`src/rtl/psum_drain_pkg.sv`:
```
// Shared types, saturation constants and the saturating adder for the psum drain path.
package psum_drain_pkg;

    localparam int DEF_PSUM_W = 32;
    localparam int DEF_CNT_W  = 8;

    typedef enum logic {
        IDLE  = 1'b0,
        ACCUM = 1'b1
    } state_t;

    localparam logic [DEF_PSUM_W-1:0] SAT_POS  = {1'b0, {(DEF_PSUM_W-1){1'b1}}};
    localparam logic [DEF_PSUM_W-1:0] SAT_NEG  = {1'b1, {(DEF_PSUM_W-1){1'b0}}};
    localparam logic [DEF_PSUM_W-1:0] SAT_UMAX = {DEF_PSUM_W{1'b1}};

    // Returns {saturated, clamped_sum}.
    function automatic logic [DEF_PSUM_W:0] sat_add(
        input logic [DEF_PSUM_W-1:0] a,
        input logic [DEF_PSUM_W-1:0] b,
        input logic                  is_signed
    );
        logic [DEF_PSUM_W:0] ext;
        logic                ovf;
        if (is_signed) begin
            ext = {a[DEF_PSUM_W-1], a} + {b[DEF_PSUM_W-1], b};
            ovf = (a[DEF_PSUM_W-1] == b[DEF_PSUM_W-1]) &&
                  (ext[DEF_PSUM_W-1] != a[DEF_PSUM_W-1]);
            if (ovf)
                return {1'b1, (a[DEF_PSUM_W-1] ? SAT_NEG : SAT_POS)};
            return {1'b0, ext[DEF_PSUM_W-1:0]};
        end
        ext = {1'b0, a} + {1'b0, b};
        if (ext[DEF_PSUM_W])
            return {1'b1, SAT_UMAX};
        return {1'b0, ext[DEF_PSUM_W-1:0]};
    endfunction

endpackage

```
`src/rtl/sync_fifo.sv`:
```
// Small in-order FIFO with a registered head output that holds its last value when empty.
module sync_fifo #(
    parameter int WIDTH = 32,
    parameter int DEPTH = 4
) (
    input  logic                     clk,
    input  logic                     reset,
    input  logic                     push,
    input  logic [WIDTH-1:0]         push_data,
    input  logic                     pop,
    output logic                     valid,
    output logic [WIDTH-1:0]         data,
    output logic [$clog2(DEPTH):0]   count
);

    localparam int AW = $clog2(DEPTH);
    localparam int CW = AW + 1;

    logic [WIDTH-1:0] mem [DEPTH];
    logic [AW-1:0]    wr_ptr_reg;
    logic [AW-1:0]    rd_ptr_reg;
    logic [CW-1:0]    count_reg;
    logic [WIDTH-1:0] data_reg;
    logic             do_push;
    logic             do_pop;

    assign do_push = push && (count_reg != CW'(DEPTH));
    assign do_pop  = pop && (count_reg != '0);

    always_ff @(posedge clk) begin
        if (do_push)
            mem[wr_ptr_reg] <= push_data;
    end

    always_ff @(posedge clk) begin
        if (reset) begin
            wr_ptr_reg <= '0;
            rd_ptr_reg <= '0;
            count_reg  <= '0;
            data_reg   <= '0;
        end else begin
            if (do_push)
                wr_ptr_reg <= wr_ptr_reg + AW'(1);
            if (do_pop)
                rd_ptr_reg <= rd_ptr_reg + AW'(1);
            count_reg <= count_reg + CW'(do_push) - CW'(do_pop);
            // Head register tracks the entry that will be at rd_ptr next cycle.
            if (do_pop) begin
                if (count_reg > CW'(1))
                    data_reg <= mem[rd_ptr_reg + AW'(1)];
                else if (do_push)
                    data_reg <= push_data;
            end else if (do_push && count_reg == '0) begin
                data_reg <= push_data;
            end
        end
    end

    assign valid = (count_reg != '0);
    assign data  = data_reg;
    assign count = count_reg;

endmodule

```
`src/rtl/psum_drain.sv`:
```
// Column psum sink: accumulates groups of psums with saturation, shifts, optional ReLU, and queues results.
module psum_drain
    import psum_drain_pkg::*;
#(
    parameter int PSUM_W = DEF_PSUM_W,
    parameter int CNT_W  = DEF_CNT_W,
    parameter int DEPTH  = 4
) (
    input  logic              clk,
    input  logic              reset,
    input  logic [CNT_W-1:0]  cfg_num_passes,
    input  logic [4:0]        cfg_shift,
    input  logic              cfg_signed,
    input  logic              cfg_relu,
    input  logic              psum_valid,
    output logic              psum_ready,
    input  logic [PSUM_W-1:0] psum_data,
    input  logic              flush,
    output logic              out_valid,
    input  logic              out_ready,
    output logic [PSUM_W-1:0] out_data,
    output logic              busy,
    output logic              sat_flag
);

    localparam int FCW = $clog2(DEPTH) + 1;

    state_t            state_reg;
    logic [CNT_W-1:0]  cnt_reg;
    logic [CNT_W-1:0]  passes_reg;
    logic [4:0]        shift_reg;
    logic              signed_reg;
    logic              relu_reg;
    logic [PSUM_W-1:0] acc_reg;
    logic              sat_reg;

    logic [FCW-1:0]    fifo_count;
    logic              accept;
    logic              take;
    logic              last;
    logic              push;
    logic              add_sat;
    logic [CNT_W-1:0]  eff_passes;
    logic [4:0]        eff_shift;
    logic              eff_signed;
    logic              eff_relu;
    logic [PSUM_W:0]   sum_ext;
    logic [PSUM_W-1:0] new_acc;
    logic [PSUM_W-1:0] shifted;
    logic [PSUM_W-1:0] res;

    assign psum_ready = !reset && (fifo_count < FCW'(DEPTH));
    assign accept     = psum_valid && psum_ready;
    assign take       = accept && !flush;

    // In IDLE the live config applies (it is being latched); in ACCUM the shadow copy does.
    always_comb begin
        eff_passes = passes_reg;
        eff_shift  = shift_reg;
        eff_signed = signed_reg;
        eff_relu   = relu_reg;
        if (state_reg == IDLE) begin
            eff_passes = (cfg_num_passes == '0) ? CNT_W'(1) : cfg_num_passes;
            eff_shift  = cfg_shift;
            eff_signed = cfg_signed;
            eff_relu   = cfg_relu;
        end
    end

    always_comb begin
        sum_ext = sat_add(acc_reg, psum_data, signed_reg);
        new_acc = psum_data;
        add_sat = 1'b0;
        last    = (eff_passes == CNT_W'(1));
        if (state_reg == ACCUM) begin
            new_acc = sum_ext[PSUM_W-1:0];
            add_sat = sum_ext[PSUM_W];
            last    = (({1'b0, cnt_reg} + (CNT_W+1)'(1)) == {1'b0, passes_reg});
        end
        if (eff_signed)
            shifted = $signed(new_acc) >>> eff_shift;
        else
            shifted = new_acc >> eff_shift;
        res  = (eff_relu && eff_signed && shifted[PSUM_W-1]) ? '0 : shifted;
        push = take && last;
    end

    always_ff @(posedge clk) begin
        if (reset) begin
            state_reg  <= IDLE;
            cnt_reg    <= '0;
            passes_reg <= '0;
            shift_reg  <= '0;
            signed_reg <= 1'b0;
            relu_reg   <= 1'b0;
            acc_reg    <= '0;
            sat_reg    <= 1'b0;
        end else if (flush) begin
            state_reg <= IDLE;
            cnt_reg   <= '0;
            acc_reg   <= '0;
        end else if (take) begin
            if (state_reg == IDLE) begin
                passes_reg <= eff_passes;
                shift_reg  <= cfg_shift;
                signed_reg <= cfg_signed;
                relu_reg   <= cfg_relu;
                acc_reg    <= psum_data;
                cnt_reg    <= CNT_W'(1);
                state_reg  <= last ? IDLE : ACCUM;
            end else begin
                acc_reg <= new_acc;
                cnt_reg <= cnt_reg + CNT_W'(1);
                sat_reg <= sat_reg | add_sat;
                if (last)
                    state_reg <= IDLE;
            end
        end
    end

    sync_fifo #(
        .WIDTH (PSUM_W),
        .DEPTH (DEPTH)
    ) u_fifo (
        .clk       (clk),
        .reset     (reset),
        .push      (push),
        .push_data (res),
        .pop       (out_ready),
        .valid     (out_valid),
        .data      (out_data),
        .count     (fifo_count)
    );

    assign busy     = (state_reg == ACCUM) || (fifo_count != '0);
    assign sat_flag = sat_reg;

endmodule
```
`config.mk`:
```
export PLATFORM = sky130hd
export DESIGN_NAME = psum_drain
export DESIGN_NICKNAME = d
export VERILOG_FILES = /design/src/rtl/psum_drain_pkg.sv /design/src/rtl/sync_fifo.sv /design/src/rtl/psum_drain.sv
export SDC_FILE = /design/constraint.sdc
export NUM_CORES = 1
export LEC_CHECK = 0
export ABC_AREA = 1
export BUFFER_PORTS_ARGS = -buffer_cell sky130_fd_sc_hd__buf_4
export CAP_MARGIN = 20
export CORE_ASPECT_RATIO = 1.4
export CORE_MARGIN = 2
export CORE_UTILIZATION = 43
export CTS_BUF_LIST = sky130_fd_sc_hd__clkbuf_16
export DETAILED_ROUTE_END_ITERATION = 12
export GPL_TIMING_DRIVEN = 0
export MAX_ROUTING_LAYER = met4
export PLACE_DENSITY_LB_ADDON = 0.25
export SLEW_MARGIN = 20
export SYNTH_ARGS = -nofsm -noshare
export SYNTH_HDL_FRONTEND = slang
export SYNTH_SLANG_ARGS = --single-unit
```
`constraint.sdc`:
```
create_clock -name clk -period 9.11 [get_ports clk]
set_input_delay 2.733 -clock clk [delete_from_list [all_inputs] [get_ports clk]]
set_output_delay 2.733 -clock clk [all_outputs]
set_load 0.01 [all_outputs]
```
Word-level counts from Yosys, hierarchy flattened
Memory sizes are Yosys's and may differ from the RTL's.
Cells that the tools add are included.
- $lt $le $gt $ge: 2
- multiplexer cells: 31
- shift-type cells: 2
- bitwise operators: 3
- equality and inequality tests: 6
- reductions and logical operators: 22
- add/sub/neg operators: 8
- operators with widths (operator ; number):
    $mux W32 ; 9
    $mux W33 ; 6
    $add A32 B32 Y33 ; 1
    $add A32 B32 Y32 ; 1
    $shr A32 B5 Y32 ; 1
    $sshr A32 B5 Y32 ; 1
    $mux W8 ; 3
    $mux W1 ; 12
    $logic_and A1 B1 Y1 ; 10
    $add A8 B1 Y9 const B ; 1
    $eq A9 B8 Y1 ; 1
    $add A8 B1 Y8 const B ; 1
    $eq A8 B1 Y1 const B ; 1
    $logic_not A8 Y1 ; 1
    $reduce_and A3 Y1 ; 2
    $mux W5 ; 1
    $add A2 B1 Y2 const B ; 2
    $reduce_and A2 Y1 ; 2
    $add A3 B1 Y3 ; 1
    $gt A3 B1 Y1 const B ; 1
    $logic_not A3 Y1 ; 1
    $lt A3 B3 Y1 const B ; 1
    $ne A3 B2 Y1 const B ; 1
    $ne A3 B3 Y1 const B ; 1
    other kinds (10) ; 12
- input port bits: 52
- register bits: 96
- output and inout bits: 36
- logic and storage cells: 87
- memories kept: 1
- RAM bits: 128
- memory list (name ; depth ; bits a word ; read ports ; clocked after Yosys merged registers in ; write ports ; line ; text):
    u_fifo.mem ; 4 ; 32 ; 1 ; 0 ; 1 ; sync_fifo.sv:19 ; logic [WIDTH-1:0] mem [DEPTH];

Depth between registers and ports, before layout
- word-level depth: 18
- depth in mapped cells: 29
- depth with buffers taken out: 29

By module
Synthesis repeated with hierarchy kept, for this count alone.
- cells, all modules: 2025
- area total of the unflattened synthesis: 14327.5 um^2
- by module, submodules not included (module ; area an instance (um^2) ; instances ; cells an instance):
    psum_drain ; 7186.9 ; 1 ; 1276
    sync_fifo ; 7140.6 ; 1 ; 749

Worst setup path after synthesis
Ideal clock, no wire load.
- kind: input -> output
- start point: input port reset
- end point: output port psum_ready
- setup slack: 3.061 ns
- buffers on the path: 2
- stages: 3
- arrival: 3.316 ns
- data required time: 6.377 ns
- path through: clkbuf_1 clkbuf_1 nor2_1
- word-level cells in the longest chain between the ends: 2
- RTL lines (element ; line ; text):
    start, declared ; psum_drain.sv:10 ; input logic reset,
    $logic_not A1 Y1 ; psum_drain.sv:52 ; assign psum_ready = !reset && (fifo_count < FCW'(DEPTH));
    $logic_and A1 B1 Y1 ; psum_drain.sv:52 ;
    end, declared ; psum_drain.sv:16 ; output logic psum_ready,
Every way passes these cells.

Worst setup path after layout
Same ends and word-level chain as after synthesis.

==> flow_metrics.py <==
metrics = {
    "detailed_routing": {
        "via_per_inst": 5.38,
        "drt_iter0_markers": 889,
        "routedWlPerCell_um": 18.4,
        "num_vias": 12900,
        "routed_wl_um": 44200,
        "drtPass1Iterations": 6,
        "ant_nets": 0,
        "drc": 0,
    },
    "worst_setup_path": {
        "r2r_start": "acc_reg[0]",
        "end_kind": "output port",
        "max_stage_delay_ps": 450,
        "start_kind": "input pin",
        "r2r_setup_slack_ps": 5100,
        "critPathSlowestCell": "clkbuf_1",
        "path_common_cell": "clkbuf_1",
        "r2r-end": "u_fifo.data[16]",
        "cp.required_ps": 6380,
        "critical_path.cell_chain": "clkbuf_1 -> clkbuf_1 -> nor2_1 -> buf_4",
        "worstPathArrival_ps": 3800,
        "rr_worst_depth": 23,
        "cp_max_fo": 10,
        "path_class": "input pin to output port",
    },
    "logic_synthesis": {
        "synth_most_common_cell": "nand2_1",
        "synthCells": 1878,
        "syn_nets": 1973,
        "ys_seq_area_share_pct": 42.0,
        "synth_ff_type": "edfxtp_1",
        "synthArstFlopShare_pct": 0,
        "syn_area_um2": 13700,
        "yosys_warnings": 0,
        "synth_edf_count": 128,
        "avgSynthCellArea_um2": 7.31,
        "yosysTopAreaCell": "edfxtp_1",
        "ys_top_cells_by_area": "edfxtp_1 (28%), nand2_1 (15%), dfxtp_1 (14%)",
        "yosysUniqueCellTypes": 50,
        "synth_top_area_share_pct": 28.0,
        "ys_ff_latch": 224,
        "synth_common_cells": "nand2_1 (564), nand3_1 (258), a21oi_1 (159)",
    },
    "worst_hold_path": {
        "min_path_type": "flip-flop to flip-flop",
        "hold_depth": 2,
        "min_to": "u_fifo.data[25]",
        "min_from": "u_fifo.data[25]",
    },
    "sta": {
        "drv_slew": 0,
        "worst_slew_pin_slew_ps": 755,
        "setup_ws_ps": 2580,
        "finClkSkew_ps": 19.9,
        "fmax_ghz": 0.153,
        "setup_viol": 0,
        "period_minus_slack_ps": 6530,
        "slew_headroom_pct": 49.1,
        "tns_ps": 0,
        "rsz0062_at_grt": "no",
        "fin_crit_sh_pct": 71.7,
        "hold_violations": 0,
    },
    "cells_and_area": {
        "nNetsFinal": 2087,
        "synthToLayoutAreaGrowth_pct": 14.3,
        "largest_reg_flops": 128,
        "antenna_cells": 0,
        "layout-drive-gt1-share_pct": 10.3,
    },
    "place": {
        "dp_slack_ps": 2500,
        "place_hpwl_um": 35100,
        "gp_congestion": 1.02,
        "io_buffers": 86,
    },
    "pwr": {
        "p_per_area_nw_per_um2": 201,
        "ir_drop_mv": 0.108,
        "power_leakage_uw": 0.00711,
    },
    "floorplan": {
        "die_y_um": 215,
        "die_area_um2": 33400,
        "core_um2": 31500,
        "fp-row-count": 77,
        "io_pins": 88,
        "fp.dieW_um": 155,
        "initial_utilization_pct": 43.6,
    },
    "global_route": {
        "grt_pass1_wl_um": 69800,
        "grt_pass1_vias": 13100,
        "antenna_found_initial": 0,
        "grt_usage_pct": 27.4,
        "grt_remaining_overflow": 0,
        "grt_max_degree": 23,
    },
    "clock_tree": {
        "clk_path_buf_depth": 3,
        "h-tree-depth": 1,
        "hold_buffers": 0,
        "cts_num_sinks": 224,
        "cts_tree": "yes",
        "cts-resized-gates": 0,
        "insertion_delay_ps": 520,
        "cts_buffers": 22,
        "cts-root-buf": "clkbuf_16",
        "clk_pin_slew_ps": 60,
        "post-cts-setup-buffers": 0,
    },
    "flow_run": {
        "maxCapViolCount": 0,
    },
    "status": {
        "outcome": "complete, no violations",
    },
}
## power by group
part	total (µW)	internal (µW)	switching, µW
combinational	1090	326	764
clock	886	502	384
sequential	1170	1150	23.5
## layout by cell type (no fill, tap or decap), types with 6 or more instances in the layout
| master | count |
|---|---|
| a21oi_1 | 159 |
| buf_2 | 23 |
| buf_4 | 92 |
| clkbuf_1 | 59 |
| clkbuf_16 | 24 |
| clkinv_1 | 7 |
| dfxtp_1 | 96 |
| edfxtp_1 | 128 |
| ha_1 | 41 |
| inv_1 | 153 |
| nand2_1 | 564 |
| nand2_2 | 18 |
| nand3_1 | 258 |
| nand3b_1 | 7 |
| nand4_1 | 8 |
| nor2_1 | 92 |
| nor2_4 | 6 |
| o211ai_1 | 30 |
| o21ai_0 | 118 |
| o21ai_1 | 14 |
| or2_2 | 6 |
| xnor2_1 | 18 |
| xor2_1 | 12 |
## cell families after synthesis
| logic type | after synthesis | share of synthesized area [%] |
|---|---|---|
| compound gates | 357 | 14.4 |
| xor+xnor | 30 | 1.91 |
| fa+ha+maj | 43 | 4.03 |
| buf+inv | 249 | 7.32 |
| flops | 224 | 42.0 |
| mux | 2 | 0.146 |
| simple gates | 973 | 30.2 |
## layout make-up
| class | instances | area, µm² |
|---|---|---|
| Buffer | 95 | 427 |
| Clock inverter | 16 | 98.8 |
| Tap cell | 395 | 494 |
| Timing Repair Buffer | 90 | 741 |
| Fill cell | 3126 | 15800 |
| Multi-Input combinational cell | 1405 | 6990 |
| Inverter | 154 | 578 |
| Sequential cell | 224 | 5770 |
| Clock buffer | 24 | 601 |
## critical path, delay by kind of cell
family / cells / cell delay, ps
buffers and inverters: 3 / 980
and+or+nand+nor: 1 / 80
## layer usage
metal  GRT usage [%]  vias to the layer above  wire length (µm)
li1                -                     6551                 -
met1            28.8                     5916             16900
met5               -                        -                 0
met2            50.6                      344             23300
met4            14.9                        0              2660
met3            1.97                      113              1350
## stage by stage
step	utilization (%)	instances	area, µm²	hold WS (ps)	power [µW]
finish	49.8	2403	15700	465	3150
global route	49.8	2403	15700	492	3320
CTS	49.8	2403	15700	466	3160
detailed placement	47.6	2363	15000	444	2280
global placement	47.2	2359	14900	437	2260
floorplan	-	1878	13700	424	1910
## worst max path at each step
stage,slack (ps),to,cells after the start,from
floorplan,3060,psum_ready,3,reset
global placement,1370,u_fifo.mem[3][17],14,reset
detailed placement,2500,psum_ready,4,reset
CTS,2500,psum_ready,4,reset
global route,2430,psum_ready,4,reset
finish,2580,psum_ready,4,reset
(Power assumes the default switching activity.)
